===== src/rtl/renderer_pkg.sv =====
// Shared types and screen constants for the object pixel renderer.
package renderer_pkg;

    localparam int unsigned SCREEN_W = 320;
    localparam int unsigned SCREEN_H = 240;
    localparam int unsigned COLOR_W  = 3;
    // Wide enough for scan counters of objects up to 32 pixels on a side.
    localparam int unsigned CNT_W    = 5;

    typedef enum logic [1:0] {
        StIdle  = 2'd0,
        StErase = 2'd1,
        StDraw  = 2'd2,
        StDone  = 2'd3
    } state_e;

endpackage


===== src/rtl/rect_scanner.sv =====
// Column/row raster counter over a W x H rectangle; column is the inner loop.
module rect_scanner
    import renderer_pkg::*;
#(
    parameter int unsigned W = 8,
    parameter int unsigned H = 8
) (
    input  logic             clk,
    input  logic             rst,
    input  logic             clear,
    input  logic             advance,
    output logic [CNT_W-1:0] cx,
    output logic [CNT_W-1:0] cy,
    output logic             last
);

    logic [CNT_W-1:0] cx_q, cx_d;
    logic [CNT_W-1:0] cy_q, cy_d;
    logic             col_end, row_end;

    assign col_end = (cx_q == CNT_W'(W - 1));
    assign row_end = (cy_q == CNT_W'(H - 1));

    // Advancing past the last pixel wraps both counters back to zero.
    always_comb begin
        cx_d = cx_q;
        cy_d = cy_q;
        if (clear) begin
            cx_d = '0;
            cy_d = '0;
        end else if (advance) begin
            if (col_end) begin
                cx_d = '0;
                cy_d = row_end ? '0 : cy_q + CNT_W'(1);
            end else begin
                cx_d = cx_q + CNT_W'(1);
            end
        end
    end

    always_ff @(posedge clk) begin
        if (rst) begin
            cx_q <= '0;
            cy_q <= '0;
        end else begin
            cx_q <= cx_d;
            cy_q <= cy_d;
        end
    end

    assign cx   = cx_q;
    assign cy   = cy_q;
    assign last = col_end && row_end;

endmodule


===== src/rtl/object_pixel_renderer.sv =====
// Erases an object's previous footprint then draws it at a new position, one pixel per
// granted cycle. Define RENDERER_ERASE_EN to include the erase pass and previous-position state.
module object_pixel_renderer
    import renderer_pkg::*;
#(
    parameter int unsigned OBJ_W = 8,
    parameter int unsigned OBJ_H = 8
) (
    input  logic               CLOCK_50,
    input  logic               rst,
    input  logic               start,
    input  logic [8:0]         obj_x,
    input  logic [7:0]         obj_y,
    input  logic [COLOR_W-1:0] obj_color,
    input  logic [COLOR_W-1:0] background_color,
    input  logic               slot_grant,
    output logic [8:0]         VGA_X,
    output logic [7:0]         VGA_Y,
    output logic [COLOR_W-1:0] VGA_COLOR,
    output logic               plot_enable,
    output logic               busy,
    output logic               done
);

    state_e             state_q, state_d;
    logic [8:0]         new_x_q, new_x_d;
    logic [7:0]         new_y_q, new_y_d;
    logic [COLOR_W-1:0] color_q, color_d;
    logic [8:0]         vga_x_q, vga_x_d;
    logic [7:0]         vga_y_q, vga_y_d;
    logic [COLOR_W-1:0] vga_color_q, vga_color_d;
    logic               plot_q, plot_d;

    logic [CNT_W-1:0]   cx, cy;
    logic               last_px, accept, scan_active, scan_step;
    logic [8:0]         base_x;
    logic [7:0]         base_y;
    logic [COLOR_W-1:0] pix_color;
    logic [9:0]         sum_x, sum_y;

    logic               erase_pending, in_erase;
    logic [8:0]         erase_x;
    logic [7:0]         erase_y;
    logic [COLOR_W-1:0] erase_color;

`ifdef RENDERER_ERASE_EN
    logic [8:0] prev_x_q, prev_x_d;
    logic [7:0] prev_y_q, prev_y_d;
    logic       prev_valid_q, prev_valid_d;

    always_comb begin
        prev_x_d     = prev_x_q;
        prev_y_d     = prev_y_q;
        prev_valid_d = prev_valid_q;
        if (state_q == StDone) begin
            prev_x_d     = new_x_q;
            prev_y_d     = new_y_q;
            prev_valid_d = 1'b1;
        end
    end

    always_ff @(posedge CLOCK_50) begin
        if (rst) begin
            prev_x_q     <= '0;
            prev_y_q     <= '0;
            prev_valid_q <= 1'b0;
        end else begin
            prev_x_q     <= prev_x_d;
            prev_y_q     <= prev_y_d;
            prev_valid_q <= prev_valid_d;
        end
    end

    assign erase_pending = prev_valid_q;
    assign in_erase      = (state_q == StErase);
    assign erase_x       = prev_x_q;
    assign erase_y       = prev_y_q;
    assign erase_color   = background_color;
`else
    logic unused_bg;
    assign unused_bg     = ^background_color;
    assign erase_pending = 1'b0;
    assign in_erase      = 1'b0;
    assign erase_x       = '0;
    assign erase_y       = '0;
    assign erase_color   = '0;
`endif

    assign accept      = (state_q == StIdle) && start;
    assign scan_active = (state_q == StErase) || (state_q == StDraw);
    assign scan_step   = scan_active && slot_grant;

    rect_scanner #(
        .W (OBJ_W),
        .H (OBJ_H)
    ) u_scanner (
        .clk     (CLOCK_50),
        .rst     (rst),
        .clear   (state_q == StIdle),
        .advance (scan_step),
        .cx      (cx),
        .cy      (cy),
        .last    (last_px)
    );

    always_ff @(posedge CLOCK_50) begin
        if (rst) begin
            state_q <= StIdle;
        end else begin
            state_q <= state_d;
        end
    end

    always_comb begin
        state_d = state_q;
        unique case (state_q)
            StIdle:  if (start) state_d = erase_pending ? StErase : StDraw;
            StErase: if (scan_step && last_px) state_d = StDraw;
            StDraw:  if (scan_step && last_px) state_d = StDone;
            StDone:  state_d = StIdle;
            default: state_d = StIdle;
        endcase
    end

    // Off-screen pixels still consume their granted cycle, they just do not plot.
    always_comb begin
        base_x      = in_erase ? erase_x : new_x_q;
        base_y      = in_erase ? erase_y : new_y_q;
        pix_color   = in_erase ? erase_color : color_q;
        sum_x       = {1'b0, base_x} + {5'b0, cx};
        sum_y       = {2'b0, base_y} + {5'b0, cy};
        plot_d      = scan_step && (sum_x < 10'(SCREEN_W)) && (sum_y < 10'(SCREEN_H));
        vga_x_d     = vga_x_q;
        vga_y_d     = vga_y_q;
        vga_color_d = vga_color_q;
        if (plot_d) begin
            vga_x_d     = sum_x[8:0];
            vga_y_d     = sum_y[7:0];
            vga_color_d = pix_color;
        end
        new_x_d = accept ? obj_x     : new_x_q;
        new_y_d = accept ? obj_y     : new_y_q;
        color_d = accept ? obj_color : color_q;
    end

    always_ff @(posedge CLOCK_50) begin
        if (rst) begin
            new_x_q     <= '0;
            new_y_q     <= '0;
            color_q     <= '0;
            vga_x_q     <= '0;
            vga_y_q     <= '0;
            vga_color_q <= '0;
            plot_q      <= 1'b0;
        end else begin
            new_x_q     <= new_x_d;
            new_y_q     <= new_y_d;
            color_q     <= color_d;
            vga_x_q     <= vga_x_d;
            vga_y_q     <= vga_y_d;
            vga_color_q <= vga_color_d;
            plot_q      <= plot_d;
        end
    end

    assign VGA_X       = vga_x_q;
    assign VGA_Y       = vga_y_q;
    assign VGA_COLOR   = vga_color_q;
    assign plot_enable = plot_q;
    assign busy        = (state_q != StIdle);
    assign done        = (state_q == StDone);

endmodule


===== config.mk =====
export PLATFORM = sky130hd
export DESIGN_NAME = object_pixel_renderer
export DESIGN_NICKNAME = d
export VERILOG_FILES = /design/src/rtl/renderer_pkg.sv /design/src/rtl/rect_scanner.sv /design/src/rtl/object_pixel_renderer.sv
export SDC_FILE = /design/constraint.sdc
export NUM_CORES = 1
export LEC_CHECK = 0
export BUFFER_PORTS_ARGS = -buffer_cell sky130_fd_sc_hd__buf_2
export CAP_MARGIN = 20
export CORE_UTILIZATION = 35
export DETAILED_ROUTE_END_ITERATION = 6
export GPL_ROUTABILITY_DRIVEN = 0
export GPL_TIMING_DRIVEN = 0
export PLACE_DENSITY = 0.57
export SLEW_MARGIN = 20
export SYNTH_ARGS = -nofsm -noshare
export SYNTH_HDL_FRONTEND = slang
export SYNTH_SLANG_ARGS = --single-unit

===== constraint.sdc =====
create_clock -name CLOCK_50 -period 4 [get_ports CLOCK_50]
set_input_delay 0.6 -clock CLOCK_50 [delete_from_list [all_inputs] [get_ports CLOCK_50]]
set_output_delay 0.6 -clock CLOCK_50 [all_outputs]
set_load 0.05 [all_outputs]

# Word-level counts from Yosys, hierarchy flattened
# Index checks and enable logic that the tools add are counted.
# totals
ff_bits	53
input_bits	27
out_inout_bits	23
wordCells	42
# classes
n_addsub	4
order_cmp	2
n_eq_ne	8
mux	6
n_reduce_logical	12
# ops
cell	count
adder 5 x 1 -> 5 bit (second input constant)	2
adder 9 x 5 -> 10 bit	1
== test 5 x 3 -> 1 bit (second input constant)	2
< comparator 10 x 9 -> 1 bit (second input constant)	1
two-way mux 5 bit	2
adder 8 x 5 -> 9 bit	1
< comparator 9 x 8 -> 1 bit (second input constant)	1
case mux 2 bit (4 select lines)	1
logical AND 1 bit	6
two-way mux 2 bit	3
== test 2 bit (second input constant)	2
!= test 2 x 1 -> 1 bit (second input constant)	2
AND reduction 3 bit	1
== test 2 x 1 -> 1 bit (second input constant)	1
logical NOT 2 bit	1
!= test 2 bit (second input constant)	1
AND reduction 2 bit	1
nonzero test 2 bit	1
OR reduction 2 bit	1
logical OR 1 bit	1

# Longest topological paths before layout
# Gate-level depths: netlist of the first run.
# logic_depth
word_depth	6
ltp_mapped	10

# By module
# From an unflattened synthesis of the first run, not the netlist that was laid out.
# hier_totals
cells_unflattened	337
area_unflattened_um2	2808.9
# modules_own_cells
module	instances	cells_each	area_each_um2	seq_area_each_um2
object_pixel_renderer	1	282	2297.2	860.8
rect_scanner	1	55	511.7	200.2

# Worst setup path before layout of the first run
# OpenSTA, ideal clock, no wires.
# synth_timing
path_kind	register -> register
from	register u_scanner.cx_q[0] (netlist: u_scanner.cx[0])
to	register vga_x_q[4] (netlist: VGA_X[4])
arrival_time_ns	2.548
t_required_ns	3.879
slack_ns	1.331
path_stages_with_launch	11
path_cell_list	dfxtp_1 ha_1 fa_1 a211oi_2 nor2_2 o21a_1 o311a_1 buf_6 nor3_4 buf_6 mux2_4
# synth_via
elab_chain_cells	4
# synth_lines
element	line	text
start: declaration	rect_scanner.sv:17	logic [CNT_W-1:0] cx_q, cx_d;
start signal: assignment	rect_scanner.sv:43	cx_q <= '0;
start signal: assignment	rect_scanner.sv:46	cx_q <= cx_d;
adder 9 x 5 -> 10 bit (*)	object_pixel_renderer.sv:130	sum_x = {1'b0, base_x} + {5'b0, cx};
< comparator 10 x 9 -> 1 bit	object_pixel_renderer.sv:132	plot_d = scan_step && (sum_x < 10'(SCREEN_W)) && (sum_y < 10'(SCREEN_H));
logical AND 1 bit (2 in series)	object_pixel_renderer.sv:132	
end signal: assignment	object_pixel_renderer.sv:159	vga_x_q <= vga_x_d;
end: declaration	object_pixel_renderer.sv:29	logic [8:0] vga_x_q, vga_x_d;
# Mark *: on every way between the ends. The rest lies on a longest branch, timed or not.
# A chain may end at the register's enable or synchronous reset.

# Final worst setup path of the first run
# Same ends and word-level chain as after synthesis.

==> flow_metrics.py, run 1 <==
metrics = {
    "status": {
        "status": "complete, no violations",
    },
    "pwr": {
        "p_per_area_nw_per_um2": 461,
        "p_leak_nw": 1.30,
        "peakVddDrop_v": 0.000192,
    },
    "logic_synthesis": {
        "syn_avg_cell_area_um2": 8.83,
        "synthFlopType": "dfxtp_1",
        "synthTopCellsByArea": "dfxtp_1, ha_1, nand2_1",
        "synth-seq-cells": 53,
        "synth_edf_count": 0,
        "synth_cell_types": 46,
        "post-synth-top-area-cell": "dfxtp_1",
        "synth_top_area_share_pct": 38.5,
        "async_flop_share_pct": 0,
        "synth_cells": 312,
        "synth-seq-area-share_pct": 38.5,
        "yosys-top-cells-count": "dfxtp_1, nand2_1, a21oi_1",
        "ys_warn_count": 0,
        "synth.cell_area_um2": 2750,
        "syn_nets": 359,
    },
    "critical_path": {
        "critical_path_class": "flop to flop",
        "worstPathRequired_ns": 4.22,
        "cp-start-kind": "flop",
        "r2r_cells": 9,
        "critPathArrivalTime_ns": 3.13,
        "max_stage_delay_ns": 0.45,
        "path_cells": "ha_1, fa_1, a211oi_2, nor2_2, o2111ai_1, o31ai_4, nor3_4, buf_6, mux2_4",
        "slowest_stage": "o2111ai_1",
        "crit_path_end_kind": "flop",
        "cp_max_fo": 10,
    },
    "clocking": {
        "cts_tree": "built",
        "cts_made_buffers": 5,
        "insertion_delay_ns": 0.32,
        "clk_pin_slew_ns": 0.10,
        "clock_sinks": 53,
        "cts_hold_buf": 0,
        "clockBufferDepth": 2,
        "cts_setup_buffers": 0,
        "cts_root_buffer": "clkbuf_8",
        "htree_levels": 2,
        "cts.repair.resized": 0,
    },
    "detailed_routing": {
        "post-route-drc-count": 0,
        "drt-total-wl_mm": 6.60,
        "wl_per_cell_um": 14.2,
        "dr.pass1.iters": 4,
        "antenna_left": 0,
        "vias": 2366,
        "drt_iter0_markers": 102,
        "viasPerCell": 5.09,
    },
    "timing": {
        "fmax_mhz": 343,
        "slew_headroom_pct": 40.4,
        "min_period_ns": 2.92,
        "hold_violations": 0,
        "setup_viol": 0,
        "final.setup.tns_ns": 0,
        "rsz0062_at_grt": "false",
        "final.setup_skew_ns": 0.0124,
        "finalMaxSlewViolations": 0,
        "post-route-period-util_pct": 72.9,
        "worst_pin_slew_ns": 0.887,
    },
    "cells_and_area": {
        "areaGrowthSynthToFinish_pct": 16.3,
        "drive_above_1_share_pct": 19.9,
        "nNetsFinal": 412,
        "antenna_cells": 0,
        "fin_cells": 465,
    },
    "grt": {
        "grt_max_degree": 19,
        "antenna_found_initial": 0,
        "grt_pass1_vias": 2268,
        "track_usage_pct": 17.4,
        "grt_overflow_total": 0,
        "grt_pass1_wl_mm": 11.3,
    },
    "floorplan": {
        "die_y_um": 90.7,
        "rows": 31,
        "start_util_pct": 37.0,
        "die_area_um2": 8230,
        "die_width_um": 90.7,
        "core-area_um2": 7450,
        "pin_count": 50,
    },
    "run": {
        "cap_viol_max_count": 0,
    },
    "placement": {
        "io_buffers": 46,
        "dp_cells": 457,
        "dp_hpwl_mm": 4.96,
    },
    "worst_hold_path": {
        "hold_class": "flop to flop",
        "hold-path-cell-count": 2,
    },
}
[cell families after synthesis]
kind of cell,count (synthesis),synth area share (%)
DFF,53,38.5
adders and majority gates,20,9.63
and+or+nand+nor,107,18.5
muxes,7,2.86
AOI/OAI and AO/OA,83,21.0
buffers and inverters,25,4.09
xor gates and xnor gates,17,5.41
[layer usage]
layer	global-route usage [%]	share of wire [%]	wire, um	vias up
met5	0	0	0	-
met4	3.63	1.0	66	0
met3	3.62	4.4	288	7
met2	27.7	45	2980	44
met1	24.0	49	3260	1095
li1	-	-	-	1220
[metrics by stage]
step	hold WS (ns)	utilization, %	power (mW)	setup WS (ns)	cell area [um^2]
after detailed placement	0.450	41.7	1.17	1.11	3110
final	0.467	43.0	1.48	1.08	3200
after CTS	0.467	43.0	1.49	1.07	3200
after global routing	0.494	43.0	1.56	0.935	3200
after global placement	0.447	41.7	1.16	1.11	3110
after floorplan	0.437	-	1.03	1.33	2750
[path summary, 6_finish.rpt]
path	slack (ns)	end	startpoint
max reg2reg	1.08	VGA_X[4]	u_scanner.cx[0]
min reg2reg	0.47	base_y[4]	base_y[4]
min	0.47	base_y[4]	base_y[4]
max	1.08	VGA_X[4]	u_scanner.cx[0]
[power breakdown]
group          internal, mW  total, mW  leakage, nW  switching [mW]
registers             0.589      0.638        0.432          0.0482
logic                 0.163      0.514        0.822           0.352
clock network         0.128      0.323       0.0452           0.195
total                 0.880       1.48         1.30           0.595
[worst max-delay path: cells and delay by family (launching register included)]
kind | cells | cell delay [ns]
compound gates | 3 | 0.90
fa+ha+maj | 2 | 0.68
simple gates | 2 | 0.39
flops | 1 | 0.36
mux | 1 | 0.30
buf+inv | 1 | 0.19
[cell usage in the layout, fill, tap and decap left out, types with 3 or more instances in the layout]
cell and n:
xor2_1 8, nand2_1 53, clkbuf_8 5, clkbuf_1 11, xnor2_1 9, nand4_1 14, nor3_1 3, a211oi_1 9
ha_1 18, and2_1 3, a31oi_1 9, a21oi_1 36, nand2b_1 4, buf_2 49, a21o_1 4, mux2i_1 3
inv_1 8, o31ai_1 9, nor2b_1 3, dfxtp_1 53, nor2_1 17
[flip-flops by register name, indices dropped and copies added, names as in the netlist]
| name | count |
|---|---|
| VGA_COLOR | 3 |
| base_x | 9 |
| u_scanner.cx | 5 |
| VGA_X | 9 |
| color_q | 3 |
| base_y | 8 |
| plot_enable | 1 |
| u_scanner.cy | 5 |
| VGA_Y | 8 |
| state_q | 2 |
[cell type report]
| cell class | count | area [um^2] |
|---|---|---|
| multi-input combinational | 234 | 1580 |
| sequential | 53 | 1060 |
| inverter | 8 | 30.0 |
| clock inverter | 3 | 25.0 |
| timing repair buffer | 46 | 230 |
| fill | 789 | 4250 |
| clock buffer | 5 | 68.8 |
| buffer | 17 | 82.6 |
| tap | 99 | 124 |
Note: power is estimated with default switching activity, not from simulation.
==> run 2, diff against run 1 <==
PLACE_DENSITY = 0.59   (was 0.57)
clock period = 2.5 ns   (was 4 ns; I/O delays follow)
==> flow_metrics.py, run 2 (synthesis gave the netlist of run 1 again) <==
metrics = {
    "critical_path": {
        "cp_max_fo": 4,
        "startpoint": "u_scanner.cx[0]",
        "endpoint": "VGA_X[4]",
        "reg2reg_from": "u_scanner.cx[0]",
        "r2r_cells": 9,
        "crit_path_end_kind": "flop",
        "worstPathRequired_ns": 2.71,
        "regToRegSetupSlack_ns": 0.02,
        "r2r_end": "VGA_X[4]",
        "critPathArrivalTime_ns": 2.69,
        "critical_path_class": "flop to flop",
        "cp-start-kind": "flop",
    },
    "cells_and_area": {
        "final_cell_mix": "nand2_1, dfxtp_1, buf_2",
        "nNetsFinal": 432,
        "areaGrowthSynthToFinish_pct": 29.6,
        "seq_area_um2": 1070,
        "final_common_cell": "nand2_1",
        "drive_above_1_share_pct": 31.1,
        "multi_input_area_um2": 1730,
        "antenna_cells": 0,
        "nFillCells": 757,
    },
    "detailed_routing": {
        "post-route-drc-count": 0,
        "vias": 2516,
        "drt_iter0_markers": 110,
        "wl_per_cell_um": 14.5,
        "drt-total-wl_mm": 7.03,
        "dr.pass1.iters": 4,
        "viasPerCell": 5.19,
        "antenna_left": 0,
    },
    "clocking": {
        "clock_sinks": 53,
        "cts_tree": "built",
        "cts_made_buffers": 5,
        "clk_pin_slew_ns": 0.10,
        "htree_levels": 2,
        "clockBufferDepth": 2,
        "cts_root_buffer": "clkbuf_8",
        "insertion_delay_ns": 0.31,
    },
    "pwr": {
        "peakVddDrop_v": 0.000301,
        "p_per_area_nw_per_um2": 738,
        "p_leak_nw": 1.45,
    },
    "grt": {
        "grt_max_degree": 17,
        "grt_pass1_wl_mm": 11.4,
        "antenna_found_initial": 0,
        "grt_overflow_total": 0,
        "grt_pass1_vias": 2369,
        "track_usage_pct": 17.6,
    },
    "floorplan": {
        "die_area_um2": 8230,
        "pin_count": 50,
        "start_util_pct": 37.0,
        "core-area_um2": 7450,
        "die_width_um": 90.7,
        "die_y_um": 90.7,
        "rows": 31,
    },
    "timing": {
        "slew_headroom_pct": 63.8,
        "final.setup_skew_ns": 0.0104,
        "fin_hold_ws_ns": 0.288,
        "worst_slack_ns": 0.0157,
        "finalMaxSlewViolations": 0,
        "rsz0062_at_grt": "true",
        "hold_violations": 0,
        "worst_pin_slew_ns": 0.543,
        "setup_viol": 0,
        "min_period_ns": 2.48,
        "fmax_mhz": 403,
        "post-route-period-util_pct": 99.4,
    },
    "worst_hold_path": {
        "hold_class": "primary input to flop",
    },
    "status": {
        "status": "complete, no violations",
    },
    "placement": {
        "post-place-ws_ns": -0.316,
        "dp_hpwl_mm": 4.89,
        "io_buffers": 46,
    },
    "run": {
        "cap_viol_max_count": 0,
    },
}
run 2: timing repair:
item,CTS,global route
cloned,0,0
endpoints found under the setup margin,22,22
hold buffers,0,0
pin swaps,9,12
buffers inserted,16,6
resized for setup,15,21
run 2: power breakdown:
group / switching, mW / total [mW] / internal, mW
combinational: 0.590 / 0.920 / 0.330
sequential: 0.0825 / 1.03 / 0.943
clock: 0.290 / 0.688 / 0.398
run 2: routing by layer:
| metal | global-route usage (%) | vias to the layer above | wire length (um) |
|---|---|---|---|
| met5 | 0 | - | 0 |
| met4 | 3.09 | 0 | 68 |
| met3 | 4.46 | 6 | 267 |
| met2 | 29.7 | 43 | 3490 |
| met1 | 22.6 | 1215 | 3200 |
| li1 | - | 1252 | - |
run 2: how the worst min path moves through the flow:
stage | depth (start not counted) | to | from
2_1_floorplan | 2 | color_q[0] | color_q[0]
3_3_place_gp | 2 | color_q[0] | color_q[0]
3_5_place_dp | 2 | color_q[2] | color_q[2]
4_1_cts | 3 | base_x[4] | obj_x[4]
5_1_grt | 3 | color_q[1] | obj_color[1]
6_report | 3 | base_x[4] | obj_x[4]
run 2: worst max-delay path, stage by stage, from the launching register on:
cell and delay (ns):
dfxtp_4 0.36, ha_4 0.16, fa_2 0.36, a211oi_2 0.21
nor2_2 0.09, o21a_2 0.22, o311a_4 0.38, nor3_4 0.16
buf_6 0.15, mux2_4 0.30
run 2: final cells by class:
type,count,area share [%]
buffer,15,2.14
clock buffer,5,1.93
clock inverter,3,1.82
inverter,8,0.842
multi-input combinational,234,48.4
sequential,53,30.1
tap,99,3.47
timing repair buffer,68,11.3
run 2: through the flow:
stage	power [mW]	cell area, um^2	TNS [ns]	util, %	std cells
2_1_floorplan	1.65	2760	-0.0572	-	312
6_report	2.63	3570	0	47.9	485
3_5_place_dp	1.86	3110	-3.47	41.8	457
5_1_grt	2.78	3570	-0.421	47.9	485
3_3_place_gp	1.85	3110	-3.16	41.8	457
4_1_cts	2.63	3430	-0.243	46.1	481
==> run 3, diff against run 2 <==
ABC_AREA = 1   (was not set)
PLACE_DENSITY = 0.61   (was 0.59)
==> flow_metrics.py, run 3 <==
metrics = {
    "floorplan": {
        "pin_count": 50,
        "start_util_pct": 36.2,
        "rows": 33,
        "die_y_um": 94.5,
        "die_area_um2": 8920,
        "core-area_um2": 8260,
        "die_width_um": 94.5,
    },
    "clocking": {
        "cts_hold_buf": 0,
        "cts_made_buffers": 5,
        "clock_sinks": 53,
        "insertion_delay_ns": 0.31,
        "htree_levels": 2,
        "cts_root_buffer": "clkbuf_8",
        "clockBufferDepth": 2,
        "cts_tree": "built",
        "clk_pin_slew_ns": 0.10,
    },
    "timing": {
        "fmax_mhz": 451,
        "rsz0062_at_grt": "false",
        "final.setup.tns_ns": 0,
        "post-route-period-util_pct": 88.7,
        "setup_viol": 0,
        "finalMaxSlewViolations": 0,
        "final.setup_skew_ns": 0.00601,
        "worst_slack_ns": 0.282,
        "fin_hold_ws_ns": 0.287,
        "worst_pin_slew_ns": 0.477,
        "hold_violations": 0,
        "slew_headroom_pct": 68.2,
        "min_period_ns": 2.22,
    },
    "logic_synthesis": {
        "syn_nets": 489,
        "synth_cells": 442,
        "async_flop_share_pct": 0,
        "synth_top_area_share_pct": 35.5,
        "post-synth-top-count-cell": "nand2_1",
        "synth-seq-cells": 53,
        "synth-seq-area-share_pct": 35.5,
        "yosys-top-cells-count": "nand2_1, inv_1, nor2_1",
        "synth_cell_types": 32,
        "synth.cell_area_um2": 2990,
        "post-synth-top-area-cell": "dfxtp_1",
        "synth_edf_count": 0,
        "synthFlopType": "dfxtp_1",
        "synthTopCellsByArea": "dfxtp_1, nand2_1, inv_1",
        "ys_warn_count": 0,
        "syn_avg_cell_area_um2": 6.77,
    },
    "placement": {
        "dp_hpwl_mm": 5.17,
        "io_buffers": 46,
        "dp_cells": 593,
        "dpl_cell_area_um2": 3350,
        "post-place-ws_ns": 0.189,
    },
    "critical_path": {
        "crit_path_end_kind": "flop",
        "cp_max_fo": 5,
        "cp-start-kind": "flop",
        "regToRegSetupSlack_ns": 0.28,
        "critical_path_class": "flop to flop",
        "worstPathRequired_ns": 2.70,
        "reg2reg_from": "state_q[1]",
        "r2r_cells": 11,
        "r2r_end": "u_scanner.cy[3]",
        "critPathArrivalTime_ns": 2.42,
    },
    "pwr": {
        "peakVddDrop_v": 0.000594,
        "finalPower_mw": 3.55,
        "p_per_area_nw_per_um2": 1010,
        "p_leak_nw": 1.76,
    },
    "grt": {
        "track_usage_pct": 15.4,
        "grt_pass1_wl_mm": 11.1,
        "antenna_found_initial": 0,
        "grt_pass1_vias": 2551,
        "grt_max_degree": 18,
        "grt_overflow_total": 0,
    },
    "cells_and_area": {
        "antenna_cells": 0,
        "drive_above_1_share_pct": 14.6,
        "post-route-util_pct": 42.4,
        "final_cell_mix": "nand2_1, inv_1, nor2_1",
        "areaGrowthSynthToFinish_pct": 17.1,
        "fin_cells": 605,
        "final_common_cell": "nand2_1",
        "post-route-cell-area_um2": 3500,
        "nNetsFinal": 546,
    },
    "worst_hold_path": {
        "holdCritStartpoint": "rst",
        "hold_class": "primary input to flop",
        "hold-path-cell-count": 2,
        "whs_endpoint": "plot_enable",
    },
    "detailed_routing": {
        "post-route-drc-count": 0,
        "antenna_left": 0,
        "wl_per_cell_um": 10.7,
        "drt_iter0_markers": 101,
        "drt-total-wl_mm": 6.47,
        "viasPerCell": 4.60,
        "vias": 2783,
        "dr.pass1.iters": 4,
    },
    "run": {
        "cap_viol_max_count": 0,
    },
    "status": {
        "status": "complete, no violations",
    },
}
run 3: cell types whose count changed after synthesis, sizes merged, moves of 16 or more:
cell	previous run	this run
a21oi	36	20
inv	8	81
nand2	53	99
nand3	2	18
nor2	18	58
o21ai	2	28
run 3: routing by layer:
metal	vias to the layer above	track usage [%]	share of wire, %
met2	35	27.4	46
met5	-	0	0
met4	0	2.65	0.63
met1	1244	19.7	49
met3	4	2.82	3.5
li1	1500	-	-
run 3: worst max-delay path: stages, from the launching register on:
cell	delay [ns]
dfxtp_1	0.41
inv_1	0.11
ha_1	0.28
nand2_1	0.13
nor2_4	0.17
nand2_1	0.11
nor3_4	0.29
buf_4	0.17
buf_4	0.10
inv_1	0.06
nor4_1	0.20
nor3_1	0.08
run 3: area by class of cell:
type                    instances  area, um^2
clock inverters                 3        46.3
fillers                       900        4750
inverters                      81         304
repair buffers                 50         260
plain buffers                  16        96.3
flip-flops and latches         53        1060
multi-input cells             292        1540
clock buffers                   5        68.8
well taps                     105         131
run 3: how the worst max path moves through the flow:
stage,startpoint,to,depth (start not counted)
after floorplan,u_scanner.cy[0],VGA_Y[4],15
after global placement,state_q[1],state_q[0],11
after detailed placement,state_q[1],state_q[1],11
after CTS,state_q[1],state_q[1],11
after global routing,state_q[1],u_scanner.cy[3],11
final,state_q[1],u_scanner.cy[3],11
run 3: repair_timing:
item | in CTS | in global routing
endpoints found under the setup margin | 0 | 2
gates resized for setup | 0 | 2
hold endpoints to repair | 0 | 0
setup buffers | 0 | 4
run 3: power breakdown:
| part | total (mW) | internal (mW) | leakage (nW) | switching, mW |
|---|---|---|---|---|
| logic | 1.73 | 0.522 | 1.27 | 1.21 |
| clock network | 0.605 | 0.300 | 0.0543 | 0.305 |
| registers | 1.21 | 1.07 | 0.435 | 0.139 |
run 3: kinds of logic after synthesis:
logic type	share of synthesized area [%]
XOR/XNOR	1.76
buffers and inverters	13.4
flip-flops	35.5
AO/OA/AOI/OAI	8.99
AND/OR/NAND/NOR	31.5
adder cells (fa/ha/maj)	8.87
